File: src/rtl/sram_loader_pkg.sv
// Shared definitions for the SRAM loader: state encoding and its enum type.
package sram_loader_pkg;

    localparam logic [1:0] ST_IDLE_ENC   = 2'd0;
    localparam logic [1:0] ST_WRITE_ENC  = 2'd1;
    localparam logic [1:0] ST_VERIFY_ENC = 2'd2;
    localparam logic [1:0] ST_FINISH_ENC = 2'd3;

    typedef enum logic [1:0] {
        IDLE   = ST_IDLE_ENC,
        WRITE  = ST_WRITE_ENC,
        VERIFY = ST_VERIFY_ENC,
        FINISH = ST_FINISH_ENC
    } state_t;

endpackage

File: src/rtl/sram_loader_if.sv
// Loader bundle: word stream handshake, SRAM port and status flags.
// master = the environment (producer + SRAM), slave = the loader.
interface sram_loader_if #(
    parameter int ADDR  = 4,
    parameter int WIDTH = 8
);
    logic             start;
    logic [WIDTH-1:0] in_data;
    logic             in_valid;
    logic             in_ready;
    logic             sram_cs;
    logic             sram_we;
    logic [ADDR-1:0]  sram_addr;
    logic [WIDTH-1:0] sram_wdata;
    logic [WIDTH-1:0] sram_rdata;
    logic             busy;
    logic             done;
    logic             error;

    modport master (
        output start, in_data, in_valid, sram_rdata,
        input  in_ready, sram_cs, sram_we, sram_addr, sram_wdata, busy, done, error
    );

    modport slave (
        input  start, in_data, in_valid, sram_rdata,
        output in_ready, sram_cs, sram_we, sram_addr, sram_wdata, busy, done, error
    );
endinterface

File: src/rtl/sram_loader_csum.sv
// Clearable XOR accumulator used for the write and readback checksums.
module sram_loader_csum #(
    parameter int WIDTH = 8
) (
    input  logic             clk,
    input  logic             rst_n,
    input  logic             i_clr,
    input  logic             i_en,
    input  logic [WIDTH-1:0] i_data,
    output logic [WIDTH-1:0] o_csum
);
    logic [WIDTH-1:0] r_csum;

    // NOTE: non-blocking (<=) in clocked blocks so every flop samples pre-edge values.
    always_ff @(posedge clk or negedge rst_n) begin
        if (!rst_n)      r_csum <= '0;
        else if (i_clr)  r_csum <= '0;
        else if (i_en)   r_csum <= r_csum ^ i_data;
    end

    assign o_csum = r_csum;
endmodule

File: src/rtl/sram_loader.sv
// Streams LENGTH words into an SRAM; with LOADER_VERIFY_EN defined it reads
// them back and flags a checksum mismatch on error.
module sram_loader
    import sram_loader_pkg::*;
#(
    parameter int ADDR   = 4,
    parameter int WIDTH  = 8,
    parameter int LENGTH = 16
) (
    input  logic         clk,
    input  logic         rst_n,
    sram_loader_if.slave bus
);
    localparam int               CNT_W     = ADDR + 1;
    localparam logic [CNT_W-1:0] LAST_WORD = CNT_W'(LENGTH - 1);

    state_t           r_state;
    logic [CNT_W-1:0] r_cnt;
    logic             r_sram_cs;
    logic             r_sram_we;
    logic [ADDR-1:0]  r_sram_addr;
    logic [WIDTH-1:0] r_sram_wdata;
    logic             r_done;
    logic [WIDTH-1:0] w_wr_csum;
    logic             w_xfer;
    logic             w_clr;

    assign w_xfer = (r_state == WRITE) && bus.in_valid;
    assign w_clr  = (r_state == IDLE) && bus.start;

    sram_loader_csum #(.WIDTH(WIDTH)) u_wr_csum (
        .clk(clk), .rst_n(rst_n), .i_clr(w_clr), .i_en(w_xfer),
        .i_data(bus.in_data), .o_csum(w_wr_csum)
    );

`ifdef LOADER_VERIFY_EN
    localparam logic [CNT_W-1:0] LEN_CNT = CNT_W'(LENGTH);

    logic             r_rd_valid;
    logic             r_error;
    logic [WIDTH-1:0] w_rd_csum;

    // Read data is valid the cycle after a read sits on the bus.
    sram_loader_csum #(.WIDTH(WIDTH)) u_rd_csum (
        .clk(clk), .rst_n(rst_n), .i_clr(w_clr), .i_en(r_rd_valid),
        .i_data(bus.sram_rdata), .o_csum(w_rd_csum)
    );
`else
    logic w_unused;
    assign w_unused = ^{bus.sram_rdata, w_wr_csum};
`endif

    always_ff @(posedge clk or negedge rst_n) begin
        if (!rst_n) begin
            r_state      <= IDLE;
            r_cnt        <= '0;
            r_sram_cs    <= 1'b0;
            r_sram_we    <= 1'b0;
            r_sram_addr  <= '0;
            r_sram_wdata <= '0;
            r_done       <= 1'b0;
`ifdef LOADER_VERIFY_EN
            r_rd_valid   <= 1'b0;
            r_error      <= 1'b0;
`endif
        end else begin
            r_done <= 1'b0;
`ifdef LOADER_VERIFY_EN
            r_rd_valid <= r_sram_cs && !r_sram_we;
`endif
            case (r_state)
                IDLE: begin
                    r_sram_cs <= 1'b0;
                    r_sram_we <= 1'b0;
                    if (bus.start) begin
                        r_state <= WRITE;
                        r_cnt   <= '0;
`ifdef LOADER_VERIFY_EN
                        r_error <= 1'b0;
`endif
                    end
                end
                WRITE: begin
                    r_sram_cs <= w_xfer;
                    r_sram_we <= w_xfer;
                    if (w_xfer) begin
                        r_sram_addr  <= r_cnt[ADDR-1:0];
                        r_sram_wdata <= bus.in_data;
                        if (r_cnt == LAST_WORD) begin
                            r_cnt <= '0;
`ifdef LOADER_VERIFY_EN
                            r_state <= VERIFY;
`else
                            r_state <= FINISH;
                            r_done  <= 1'b1;
`endif
                        end else begin
                            r_cnt <= r_cnt + 1'b1;
                        end
                    end
                end
`ifdef LOADER_VERIFY_EN
                // The last read's data lands during FINISH and is folded in there.
                VERIFY: begin
                    r_sram_we <= 1'b0;
                    if (r_cnt == LEN_CNT) begin
                        r_sram_cs <= 1'b0;
                        r_state   <= FINISH;
                        r_done    <= 1'b1;
                    end else begin
                        r_sram_cs   <= 1'b1;
                        r_sram_addr <= r_cnt[ADDR-1:0];
                        r_cnt       <= r_cnt + 1'b1;
                    end
                end
`endif
                FINISH: begin
                    r_sram_cs <= 1'b0;
                    r_sram_we <= 1'b0;
                    r_state   <= IDLE;
`ifdef LOADER_VERIFY_EN
                    if (w_wr_csum != (w_rd_csum ^ bus.sram_rdata)) r_error <= 1'b1;
`endif
                end
                // NOTE: a default arm keeps every path assigned, so no latch or stuck state.
                default: r_state <= IDLE;
            endcase
        end
    end

    assign bus.in_ready   = (r_state == WRITE);
    assign bus.busy       = (r_state != IDLE);
    assign bus.sram_cs    = r_sram_cs;
    assign bus.sram_we    = r_sram_we;
    assign bus.sram_addr  = r_sram_addr;
    assign bus.sram_wdata = r_sram_wdata;
    assign bus.done       = r_done;
`ifdef LOADER_VERIFY_EN
    assign bus.error      = r_error;
`else
    assign bus.error      = 1'b0;
`endif
endmodule

File: src/flat_wrapper.sv
// flat-port wrapper written by rule: the top's interface ports become plain ports
module sram_loader_flat import sram_loader_pkg::*;
#(
    parameter int ADDR   = 4,
    parameter int WIDTH  = 8,
    parameter int LENGTH = 16
)
  (clk, rst_n, bus_start, bus_in_data, bus_in_valid, bus_sram_rdata, bus_in_ready, bus_sram_cs, bus_sram_we, bus_sram_addr, bus_sram_wdata, bus_busy, bus_done, bus_error);
  sram_loader_if #(.ADDR(ADDR), .WIDTH(WIDTH)) bus_i ();
  input  logic clk;
  input  logic rst_n;
  input wire logic [$bits(bus_i.start)-1:0] bus_start;
  input wire logic [$bits(bus_i.in_data)-1:0] bus_in_data;
  input wire logic [$bits(bus_i.in_valid)-1:0] bus_in_valid;
  input wire logic [$bits(bus_i.sram_rdata)-1:0] bus_sram_rdata;
  output wire logic [$bits(bus_i.in_ready)-1:0] bus_in_ready;
  output wire logic [$bits(bus_i.sram_cs)-1:0] bus_sram_cs;
  output wire logic [$bits(bus_i.sram_we)-1:0] bus_sram_we;
  output wire logic [$bits(bus_i.sram_addr)-1:0] bus_sram_addr;
  output wire logic [$bits(bus_i.sram_wdata)-1:0] bus_sram_wdata;
  output wire logic [$bits(bus_i.busy)-1:0] bus_busy;
  output wire logic [$bits(bus_i.done)-1:0] bus_done;
  output wire logic [$bits(bus_i.error)-1:0] bus_error;
  assign bus_i.start = bus_start;
  assign bus_i.in_data = bus_in_data;
  assign bus_i.in_valid = bus_in_valid;
  assign bus_i.sram_rdata = bus_sram_rdata;
  assign bus_in_ready = bus_i.in_ready;
  assign bus_sram_cs = bus_i.sram_cs;
  assign bus_sram_we = bus_i.sram_we;
  assign bus_sram_addr = bus_i.sram_addr;
  assign bus_sram_wdata = bus_i.sram_wdata;
  assign bus_busy = bus_i.busy;
  assign bus_done = bus_i.done;
  assign bus_error = bus_i.error;
  sram_loader #(.ADDR(ADDR), .WIDTH(WIDTH), .LENGTH(LENGTH)) u_core (.clk(clk), .rst_n(rst_n), .bus(bus_i));
endmodule
File: config.mk
export PLATFORM = sky130hd
export DESIGN_NAME = sram_loader_flat
export DESIGN_NICKNAME = d
export VERILOG_FILES = /design/src/rtl/sram_loader_pkg.sv /design/src/rtl/sram_loader_if.sv /design/src/rtl/sram_loader_csum.sv /design/src/rtl/sram_loader.sv /design/src/flat_wrapper.sv
export SDC_FILE = /design/constraint.sdc
export NUM_CORES = 1
export LEC_CHECK = 0
export CORE_MARGIN = 3
export CORE_UTILIZATION = 42
export CTS_CLUSTER_DIAMETER = 80
export CTS_CLUSTER_SIZE = 10
export DETAILED_ROUTE_END_ITERATION = 16
export GPL_ROUTABILITY_DRIVEN = 0
export PLACE_DENSITY = 0.78
export SLEW_MARGIN = 20
export SYNTH_ARGS = -nofsm -noshare
export SYNTH_HDL_FRONTEND = slang
export SYNTH_SLANG_ARGS = --single-unit
File: constraint.sdc
create_clock -name clk -period 2.2 [get_ports clk]
set_clock_uncertainty 0.05 [all_clocks]
set_input_delay 0.22 -clock clk [delete_from_list [all_inputs] [get_ports clk]]
set_output_delay 0.22 -clock clk [all_outputs]
set_load 0.02 [all_outputs]
# == Word-level counts from Yosys, hierarchy flattened ==
# Cells that the tools add are included.
# classes
n_reduce_logical,9
eq_ne,6
magnitude_cmp,0
n_addsub,1
div,0
n_mux,12
shift,0
mul,0
n_bitwise,0
# op_table
cell,n
$mux 5,3
$pmux 5 s2,1
$mux 2,3
$reduce_and 3->1,2
$reduce_bool 2->1,3
$add 5x1->5 const B,1
$eq 5x4->1 const B,1
$ne 2x1->1 const B,2
$pmux 2 s2,1
$mux 1,3
$eq 2x1->1 const B,1
$eq 2x2->1 const B,1
$logic_not 2->1,1
$ne 2x2->1 const B,1
$pmux 1 s2,1
$reduce_and 2->1,1
$reduce_or 2->1,1
$logic_and 1x1->1,1
# totals
input_bits,20
ramBits,0
mem_bits_ro,0
ff_bits,21
latch_bits,0
mem_count,0

# == Depth between registers and ports, before layout ==
# depth
depth_word,4
ltp_mapped,7

# == Worst setup path before layout ==
# No wires, ideal clock.
# synth_path
path_type,flip-flop to flip-flop
startpoint,register u_core.r_state[0]
endpoint,"register u_core.r_sram_addr[0], in the netlist u_core.bus.sram_addr[0]"
period_less_slack_ps,1656
slack_ps,544
t_arrival_ps,1481
path_buffers,2
required_ps,2025
path_stages_with_launch,6
cell_sequence,dfrtp_1 > ha_1 > buf_2 > nand2_2 > buf_2 > mux2_2
# synth_between
elab_chain_len,3
# synth_rtl
element,line,text
"start, declared",sram_loader.sv:17,state_t r_state;
"start signal, assigned",sram_loader.sv:55,r_state <= IDLE;
"start signal, assigned",sram_loader.sv:76,r_state <= WRITE;
"start signal, assigned",sram_loader.sv:94,r_state <= FINISH;
$eq 2x1->1 (*),n/a,
net bus_in_ready,flat_wrapper.sv:16,output wire logic [$bits(bus_i.in_ready)-1:0] bus_in_ready;
$logic_and 1x1->1,sram_loader.sv:28,assign w_xfer = (r_state == WRITE) && bus.in_valid;
$reduce_and 2->1 (no source line) (*),n/a,
"end signal, assigned",sram_loader.sv:87,r_sram_addr <= r_cnt[ADDR-1:0];
"end, declared",sram_loader.sv:21,logic [ADDR-1:0] r_sram_addr;
# Mark *: on every way through the listed nets, which the timed path passes. The rest lies on a longest branch.
# A chain may end at the register's enable or synchronous reset.

# == Worst setup path in the final report ==
# layout_path
startpoint,register u_core.r_state[1]
endpoint,output port bus_in_ready
# layout_between
elab_chain_len,1
# layout_rtl
element,line,text
$eq 2x1->1,sram_loader.sv:131,assign bus.in_ready = (r_state == WRITE);
"end, declared",flat_wrapper.sv:16,
# Every way passes these cells.

==> out/results.tsv <==
stage	metric	value	unit
global_route	met1 Usage GRT	0.1733	
sta	Setup TNS	0	ps
global_route	antenna violations before repair	0	
synth	Synth Net Count	106	
critical_path	Crit Path Class	flip-flop to output pin	
synth	Avg Inst Size Synth	11.86	µm²
critical_path	R2R cell count	4	
cells_and_area	Non-Filler Instances	137	
routing	initial DRC count	9	
routing	routed vias	695	
place	PortBufs	28	
synth	Cells after Synth	82	
sta	Final Slew Violations	0	
cells_and_area	leading cell type in the layout, fill and taps excluded	clkdlybuf4s50_1	
clock_tree	CTS Buf Count	3	
critical_path	register-to-register setup slack	600	ps
clock_tree	clk sink count	21	
place	post-detail-place hpwl	1404	µm
run	maximum capacitance violations	0	
clock_tree	clock-pin slew on the worst setup and hold paths	120	ps
global_route	global-route wire length before repair	2925	µm
critical_path	R2R Path End	u_core.r_state[0]	
sta	hold slack	185.1	ps
critical_path	CP Launch Type	flip-flop	
critical_path	CP Data Arrival Time	1740	ps
routing	Routed Antenna Nets	0	
global_route	GRT Total Usage	0.1468	
cells_and_area	fin nets	135	
sta	Final Setup Violations	0	
synth	post-synthesis cell type count	25	
routing	routed len/inst	13.88	µm
power_and_ir_drop	Worst IR Drop VDD	0.7780	mV
cells_and_area	area grow syn2layout	32.95	%
clock_tree	clock latency on the worst-skew pair	300	ps
global_route	total congestion overflow	0	
floorplanning	Die Y	54.11	µm
floorplanning	IO Pins	38	
clock_tree	cts hold-fix bufs	0	
clock_tree	Post-CTS Repair Setup Buffers	0	
synth	Synth Cell Area	972.2	µm²
synth	Synth warnings	0	
global_route	number of global-route vias before repair	660	
place	Cells after DPL	133	
global_route	GR Util met3	0.04155	
sta	fin crit share	0.9158	
power_and_ir_drop	P_leak	0.5837	nW
global_route	largest net degree at the start of global routing	22	
critical_path	crit path to	bus_in_ready	
routing	Vias/cell	5.073	
min_path	Worst Hold Class	primary input to async pin	
global_route	routing usage on met2	0.2359	
floorplanning	Die Area	0.002928	mm²
synth	post-synthesis sequential area ratio	0.5405	
clock_tree	clock buffer depth	2	
critical_path	Worst Path Max Fanout	10	
outcome	status	finished, final reports clean	
synth	Synth Register Bits	21	
power_and_ir_drop	P per Cell Area	1291	mW/mm²
cells_and_area	antenna cells	0	
cells_and_area	layout cells sized above 1	0.1636	
sta	RSZ-0062 raised after global routing	no	
critical_path	CP startpoint	u_core.r_state[1]	
sta	Hold Fails Final Rpt	0	
floorplanning	row count	16	
floorplanning	Die W	54.11	µm
clock_tree	Clock Tree Root	clkbuf_4	
critical_path	crit end category	output pin	
sta	minimum clock period	2015	ps
clock_tree	TritonCTS clock tree	yes	
clock_tree	post-CTS sizing	0	
routing	1st-pass router iterations	4	
floorplanning	core area	0.002082	mm²
routing	final WL	1901	µm
critical_path	RR Startpoint	u_core.r_cnt[0]	
critical_path	critical path required time	1930	ps
sta	fmax	496.4	MHz
global_route	GR peak layer	met2	
cells_and_area	filler instances	184	
cells_and_area	most frequent cells in the layout	28 x clkdlybuf4s50_1, 21 x dfrtp_1, 11 x mux2_2	
routing	# DRC	0	
clock_tree	H-tree depth	1	
floorplanning	Initial Utilization	0.4669	
==> cell usage after synthesis <==
cell | instances | share of area
or3b_1 | 1 | 0.0090
mux2_2 | 11 | 0.13
o31a_1 | 1 | 0.0090
ha_1 | 4 | 0.051
inv_1 | 6 | 0.023
a22oi_1 | 2 | 0.015
nor2_1 | 1 | 0.0039
o22ai_1 | 1 | 0.0064
a311oi_1 | 1 | 0.0090
nor2b_1 | 3 | 0.019
nand2_1 | 4 | 0.015
conb_1 | 1 | 0.0039
a31oi_1 | 2 | 0.013
o31ai_1 | 2 | 0.015
mux2i_1 | 1 | 0.010
a2bb2oi_1 | 1 | 0.0090
nand4b_2 | 1 | 0.015
buf_4 | 2 | 0.015
buf_2 | 3 | 0.015
nand2b_1 | 3 | 0.019
o21ai_0 | 4 | 0.021
nand3_1 | 4 | 0.021
nand2_2 | 1 | 0.0064
a21oi_1 | 1 | 0.0051
dfrtp_1 | 21 | 0.54
==> how the worst min path moves through the flow <==
stage | startpoint | end | slack (ps) | cells after the start
5_1_grt | rst_n | u_core.bus.sram_cs | 230 | 2
2_1_floorplan | rst_n | u_core.bus.done | -130 | 0
6_report | rst_n | u_core.bus.sram_cs | 190 | 2
4_1_cts | rst_n | u_core.bus.sram_cs | 200 | 2
3_3_place_gp | u_core.bus.sram_addr[3] | u_core.bus.sram_addr[3] | 420 | 2
3_5_place_dp | u_core.r_cnt[4] | u_core.r_cnt[4] | 430 | 1
==> metrics by stage <==
stage	utilization	setup slack (ps)	area [µm²]	power [mW]
final	0.6208	185.3	1292	1.669
after CTS	0.6196	75.14	1290	1.680
after detailed placement	0.6070	428.2	1264	1.497
after global routing	0.6208	104.7	1292	1.777
after global placement	0.6070	465.1	1264	1.467
after floorplan	-	543.8	972.2	1.134
==> layer usage <==
layer / share of wire / wire length, µm / vias up
li1: - / - / 339
met1: 0.44 / 841 / 338
met2: 0.50 / 959 / 14
met3: 0.035 / 66 / 4
met4: 0.017 / 33 / 0
met5: 0 / 0 / -
==> logic make-up (layout without fill, tap and decap cells) <==
kind of cell | count (synthesis) | in the layout | synth area share
AND/OR/NAND/NOR | 18 | 18 | 0.1094
AO/OA/AOI/OAI | 15 | 15 | 0.1030
adder cells (fa/ha/maj) | 4 | 4 | 0.05148
flip-flops | 21 | 21 | 0.5405
multiplexers | 12 | 12 | 0.1377
other | 1 | 1 | 0.003857
buffers and inverters | 11 | 39 | 0.05404
==> worst max-delay path, cell delays in order, from the launching register on <==
cell and delay, ps:
dfrtp_1 400, inv_1 100, ha_2 300, clkdlybuf4s50_1 640
==> final cells by class <==
type	instances	area, µm²	area share
clock buffers	4	26.28	0.02033
inverters	6	22.52	0.01742
multi-input cells	50	396.6	0.3069
flip-flops and latches	21	525.5	0.4066
well taps	27	33.78	0.02614
repair buffers	29	287.8	0.2227
==> flip-flops by register name, summed over array words and instances (netlist names) <==
register / flops
u_core.bus.sram_wdata: 8
u_core.bus.done: 1
u_core.r_cnt: 5
u_core.r_state: 2
u_core.bus.sram_cs: 1
u_core.bus.sram_addr: 4
==> report_power, final <==
group | switching, mW | total (mW) | internal [mW] | leakage (nW)
clock network | 0.117 | 0.188 | 0.0707 | 0.0150
logic | 0.430 | 0.859 | 0.429 | 0.302
registers | 0.0939 | 0.622 | 0.528 | 0.267
No activity file was read; power rests on OpenSTA's default activity.
